<file path="src/rtl/hex_display_scheduler.sv">
// Time-multiplexes one external hex-to-7-segment decoder across NUM_DIGITS digits,
// scanning MSB to LSB and committing the whole display in a single atomic update.
module hex_display_scheduler #(
  parameter int unsigned NUM_DIGITS  = 8,
  parameter int unsigned REFRESH_DIV = 0
) (
  input  logic                    Clk,
  input  logic                    Reset,
  input  logic                    upd_valid,
  output logic                    upd_ready,
  input  logic [4*NUM_DIGITS-1:0] upd_value,
  input  logic                    blank_lz,
  output logic [3:0]              dec_nibble,
  input  logic [6:0]              dec_seg,
  output logic [7*NUM_DIGITS-1:0] hex_seg,
  output logic                    busy,
  output logic                    scan_done
);

  localparam int unsigned IW = (NUM_DIGITS > 1) ? $clog2(NUM_DIGITS) : 1;
  localparam int unsigned CW = (REFRESH_DIV > 1) ? $clog2(REFRESH_DIV) : 1;
  localparam logic [IW-1:0] IDX_MSB = IW'(NUM_DIGITS - 1);
  localparam logic [CW-1:0] CNT_MAX = (REFRESH_DIV > 0) ? CW'(REFRESH_DIV - 1) : '0;

  typedef enum logic {
    IDLE,
    SCAN
  } state_t;

  state_t                  state_q, state_d;
  logic [4*NUM_DIGITS-1:0] held_q, held_d;
  logic                    held_blz_q, held_blz_d;
  logic [IW-1:0]           idx_q, idx_d;
  logic                    seen_nz_q, seen_nz_d;
  logic [7*NUM_DIGITS-1:0] shadow_q, shadow_d;
  logic [7*NUM_DIGITS-1:0] hex_seg_q, hex_seg_d;
  logic                    scan_done_q, scan_done_d;
  logic [CW-1:0]           rcnt_q, rcnt_d;
  logic                    pend_q, pend_d;

  logic                    refresh_tick;
  logic [3:0]              cur_nib;
  logic [6:0]              cur_seg;

  always_ff @(posedge Clk) begin
    if (Reset) begin
      state_q     <= IDLE;
      held_q      <= '0;
      held_blz_q  <= 1'b0;
      idx_q       <= '0;
      seen_nz_q   <= 1'b0;
      shadow_q    <= '1;
      hex_seg_q   <= '1;
      scan_done_q <= 1'b0;
      rcnt_q      <= '0;
      pend_q      <= 1'b0;
    end else begin
      state_q     <= state_d;
      held_q      <= held_d;
      held_blz_q  <= held_blz_d;
      idx_q       <= idx_d;
      seen_nz_q   <= seen_nz_d;
      shadow_q    <= shadow_d;
      hex_seg_q   <= hex_seg_d;
      scan_done_q <= scan_done_d;
      rcnt_q      <= rcnt_d;
      pend_q      <= pend_d;
    end
  end

  always_comb begin
    refresh_tick = (REFRESH_DIV != 0) && (rcnt_q == CNT_MAX);
    rcnt_d       = ((REFRESH_DIV == 0) || refresh_tick) ? '0 : rcnt_q + 1'b1;
    cur_nib      = held_q[4*idx_q +: 4];
    // Leading zeros blank only above digit 0 and only before the first nonzero nibble
    cur_seg      = (held_blz_q && !seen_nz_q && (cur_nib == 4'h0) && (idx_q != '0))
                   ? 7'h7F : dec_seg;

    state_d     = state_q;
    held_d      = held_q;
    held_blz_d  = held_blz_q;
    idx_d       = idx_q;
    seen_nz_d   = seen_nz_q;
    shadow_d    = shadow_q;
    hex_seg_d   = hex_seg_q;
    scan_done_d = 1'b0;
    pend_d      = pend_q;

    unique case (state_q)
      IDLE: begin
        if (upd_valid) begin
          held_d     = upd_value;
          held_blz_d = blank_lz;
          idx_d      = IDX_MSB;
          seen_nz_d  = 1'b0;
          pend_d     = 1'b0;
          state_d    = SCAN;
        end else if (refresh_tick || pend_q) begin
          idx_d      = IDX_MSB;
          seen_nz_d  = 1'b0;
          pend_d     = 1'b0;
          state_d    = SCAN;
        end
      end
      SCAN: begin
        pend_d                = pend_q | refresh_tick;
        shadow_d[7*idx_q +: 7] = cur_seg;
        seen_nz_d             = seen_nz_q | (cur_nib != 4'h0);
        idx_d                 = idx_q - 1'b1;
        // Digit 0 goes straight from the decoder into the commit, not via shadow_q
        if (idx_q == '0) begin
          hex_seg_d   = shadow_d;
          scan_done_d = 1'b1;
          state_d     = IDLE;
        end
      end
    endcase
  end

  always_comb begin
    upd_ready  = (state_q == IDLE);
    busy       = (state_q != IDLE);
    dec_nibble = (state_q == SCAN) ? cur_nib : 4'h0;
    hex_seg    = hex_seg_q;
    scan_done  = scan_done_q;
  end

endmodule

</file>
<file path="config.mk">
export PLATFORM = sky130hd
export DESIGN_NAME = hex_display_scheduler
export DESIGN_NICKNAME = d
export VERILOG_FILES = /design/src/rtl/hex_display_scheduler.sv
export SDC_FILE = /design/constraint.sdc
export NUM_CORES = 1
export LEC_CHECK = 0
export ABC_AREA = 1
export ABC_CLOCK_PERIOD_IN_PS = 2200
export BUFFER_PORTS_ARGS = -buffer_cell sky130_fd_sc_hd__buf_4
export CAP_MARGIN = 5
export CELL_PAD_IN_SITES_DETAIL_PLACEMENT = 0
export CELL_PAD_IN_SITES_GLOBAL_PLACEMENT = 1
export CORE_UTILIZATION = 37
export CTS_CLUSTER_SIZE = 24
export DETAILED_ROUTE_END_ITERATION = 8
export HOLD_SLACK_MARGIN = 0.1
export PLACE_DENSITY = 0.79
export SYNTH_ARGS = -nofsm -noshare
export SYNTH_HDL_FRONTEND = slang
export SYNTH_SLANG_ARGS = --single-unit
</file>
<file path="constraint.sdc">
create_clock -name Clk -period 2.2 [get_ports Clk]
set_input_delay 0.11 -clock Clk [delete_from_list [all_inputs] [get_ports Clk]]
set_output_delay 0.11 -clock Clk [all_outputs]
set_load 0.05 [all_outputs]
</file>
==> impl_metrics.tcl <==
set metrics [dict create \
    synth.most_common_cell "nand2_1" \
    startpoint_type "flip-flop" \
    status "completed" \
    synthCells 918 \
    die_x_um 136 \
    synth_compound_gate_area_share 0.172 \
    gr-total-overflow 0 \
    synth_top_cell_by_area "dfxtp_1" \
    syn_area_per_cell_um2 7.22 \
    dp_hpwl_um 12100 \
    synth.top_cells.by_count "278 x nand2_1, 151 x dfxtp_1, 124 x a21oi_1, 85 x nand3_1, 48 x inv_1" \
    via_per_inst 4.94 \
    synth_fa_ha_area_frac 0.00944 \
    tritoncts "built" \
    drive_gt1_frac 0.221 \
    cts_htree_levels 4 \
    whs_ns 0.262 \
    synth_xor_area_frac 0 \
    gr-usage-all-layers 0.210 \
    rsz0062_at_grt "yes" \
    cts_sinks 151 \
    synth.top_cell.area_share 0.456 \
    path_max_fanout 21 \
    nets 1088 \
    clkTransAtPathRegs_ns 0.06 \
    layout_worst_path_cycle_share 0.915 \
    worstSetupPathType "flip-flop to flip-flop" \
    synth_top_family_by_area "simple AND/OR/NAND/NOR gates" \
    worst_hold_path_type "input pin to flip-flop" \
    finalWorstPathRequiredPeriod_ns 2.01 \
    synth_area_leaders "dfxtp_1 46%, nand2_1 16%, a21oi_1 9.4%, nand3_1 6.4%, a211oi_1 3.2%" \
    yosys.area_share.simple 0.287 \
    postRouteAntennaNets 0 \
    core_area_mm2 0.0174 \
    p_total_uw 7940 \
    r2r_slack_ns 0.19 \
    syn_area_mm2 0.00663 \
    wl_um 18700 \
    async_reset_ff_frac 0 \
    fp-row-count 48 \
    grt_pass1_vias 5707 \
    hold_viol 0 \
    tightest_slew_ns 0.461 \
    max_cap_violations 0 \
    vias 6302 \
    crit_required_ns 2.52 \
    clk_path_buf_depth 2 \
    tns_ns 0 \
    drcViolationCount 0 \
    wire_per_inst_um 14.7 \
    synthMuxAreaShare 0 \
    synth-main-ff-cell "dfxtp_1" \
    synth_fp_nets 966 \
    drt_iter0_markers 497 \
    ir_drop_mv 0.577 \
    diodes 0 \
    cp.arrival_ns 2.33 \
    instances_no_fill 1277 \
    clock_latency_ns 0.43 \
    root_buffer "clkbuf_16" \
    synth_cell_types 27 \
    yosys_register_bits 151 \
    io_buffers 105 \
    skew_ns 0.00883 \
    synth_seq_area_share 0.456 \
    fill_cells 1784 \
    power.density_mw_per_mm2 912 \
    die_area_mm2 0.0185 \
    setup_viol_count_final 0 \
    io_pins 106 \
    syn_to_final_growth_pct 31.2 \
    fmax_mhz 497 \
    utilization 0.499 \
    gp_congestion 0.854 \
    ys_warn_count 0 \
    die_h_um 136 \
    start_util 0.381 \
    synth-edff-count 0 \
    cp-end-kind "flip-flop" \
    grt_max_degree 70 \
    p_leak_uw 0.00363 \
    placed_cells 1205 \
    slew_viol_final 0 \
    cts_buffers 17 \
    slew_headroom 0.692 \
    antenna_found_initial 0 \
    dr.pass1.iters 5 \
    grt_pass1_wl_um 29800 \
]
## cell usage in the layout, fill, tap and decap left out
cell,synthesis,final
a211oi_1,28,28
a21oi_1,124,124
a221oi_1,1,1
buf_12,0,6
buf_4,1,122
bufinv_16,0,3
clkbuf_1,46,2
clkbuf_16,0,17
clkbuf_8,0,1
clkinv_4,0,1
clkinvlp_4,0,8
dfxtp_1,151,150
dfxtp_4,0,1
dlygate4sd3_1,0,40
ha_1,5,4
ha_2,0,1
inv_1,48,47
inv_2,11,11
nand2_1,278,276
nand2_2,7,9
nand3_1,85,85
nand3_4,1,1
nand4_1,1,1
nor2_1,42,42
nor2_2,2,2
nor3_1,1,1
nor4_4,0,1
o211ai_1,14,14
o21ai_0,1,1
o21ai_2,21,21
o21bai_1,1,1
or2_1,2,2
or2_2,28,28
## flip-flops by register name (all words and copies together) (netlist names)
name and cells:
idx_q 3, hex_seg 56, shadow_q 56, busy 1, held_q 32, scan_done 1, held_blz_q 1, seen_nz_q 1
## path summary, 6_finish.rpt
check / startpoint / endpoint / depth (start not counted)
setup / recovery: idx_q[1] / hex_seg[29] / 9
hold / removal: dec_seg[0] / shadow_q[14] / 7
setup reg to reg: idx_q[1] / hex_seg[29] / 9
hold reg to reg: shadow_q[21] / shadow_q[21] / 2
## logic make-up (layout without fill, tap and decap cells)
kind of cell,Yosys count,after routing
AO/OA/AOI/OAI,190,190
adder cells (fa/ha/maj),5,5
buffers and inverters,124,258
flip-flops,151,151
AND/OR/NAND/NOR,448,448
## layer usage
metal	track usage	part of all wire	vias up
li1	-	-	3259
met2	0.306	0.43	153
met4	0.0722	0.016	0
met5	0	0	-
met1	0.302	0.51	2868
met3	0.0470	0.050	22
## timing repair
item | in CTS | in global routing
hold endpoints to repair | 43 | 0
setup endpoints to repair | 0 | 30
hold buffers | 40 | 0
buffers inserted | 0 | 1
resized for setup | 0 | 4
## where the power goes
part	total (uW)	switching [uW]	internal, uW
logic	1870	1200	662
clock network	2960	1150	1810
registers	3110	129	2980
## per-stage QoR
step	cell area (um2)	worst slack [ns]
2_1_floorplan	6630	-0.139
3_3_place_gp	7660	0.152
3_5_place_dp	7660	0.105
4_1_cts	8660	0.0772
5_1_grt	8700	-0.0152
6_report	8700	0.186
## critical path, stage by stage, from the launching register on
cell and delay, ns:
dfxtp_1 0.39, inv_2 0.12, ha_2 0.18, ha_1 0.32
inv_1 0.12, nor4_4 0.31, buf_12 0.19, nand2_1 0.08
o211ai_1 0.10, nand2_1 0.07
## area by class of cell
cell class	instances	area, um2	area share
tap	225	282	0.0324
multi-input combinational	643	3130	0.360
inverter	59	225	0.0259
sequential	151	3030	0.348
clock inverter	11	151	0.0174
timing repair buffer	168	1440	0.165
clock buffer	20	447	0.0513
Note: power is estimated with default switching activity, not from simulation.
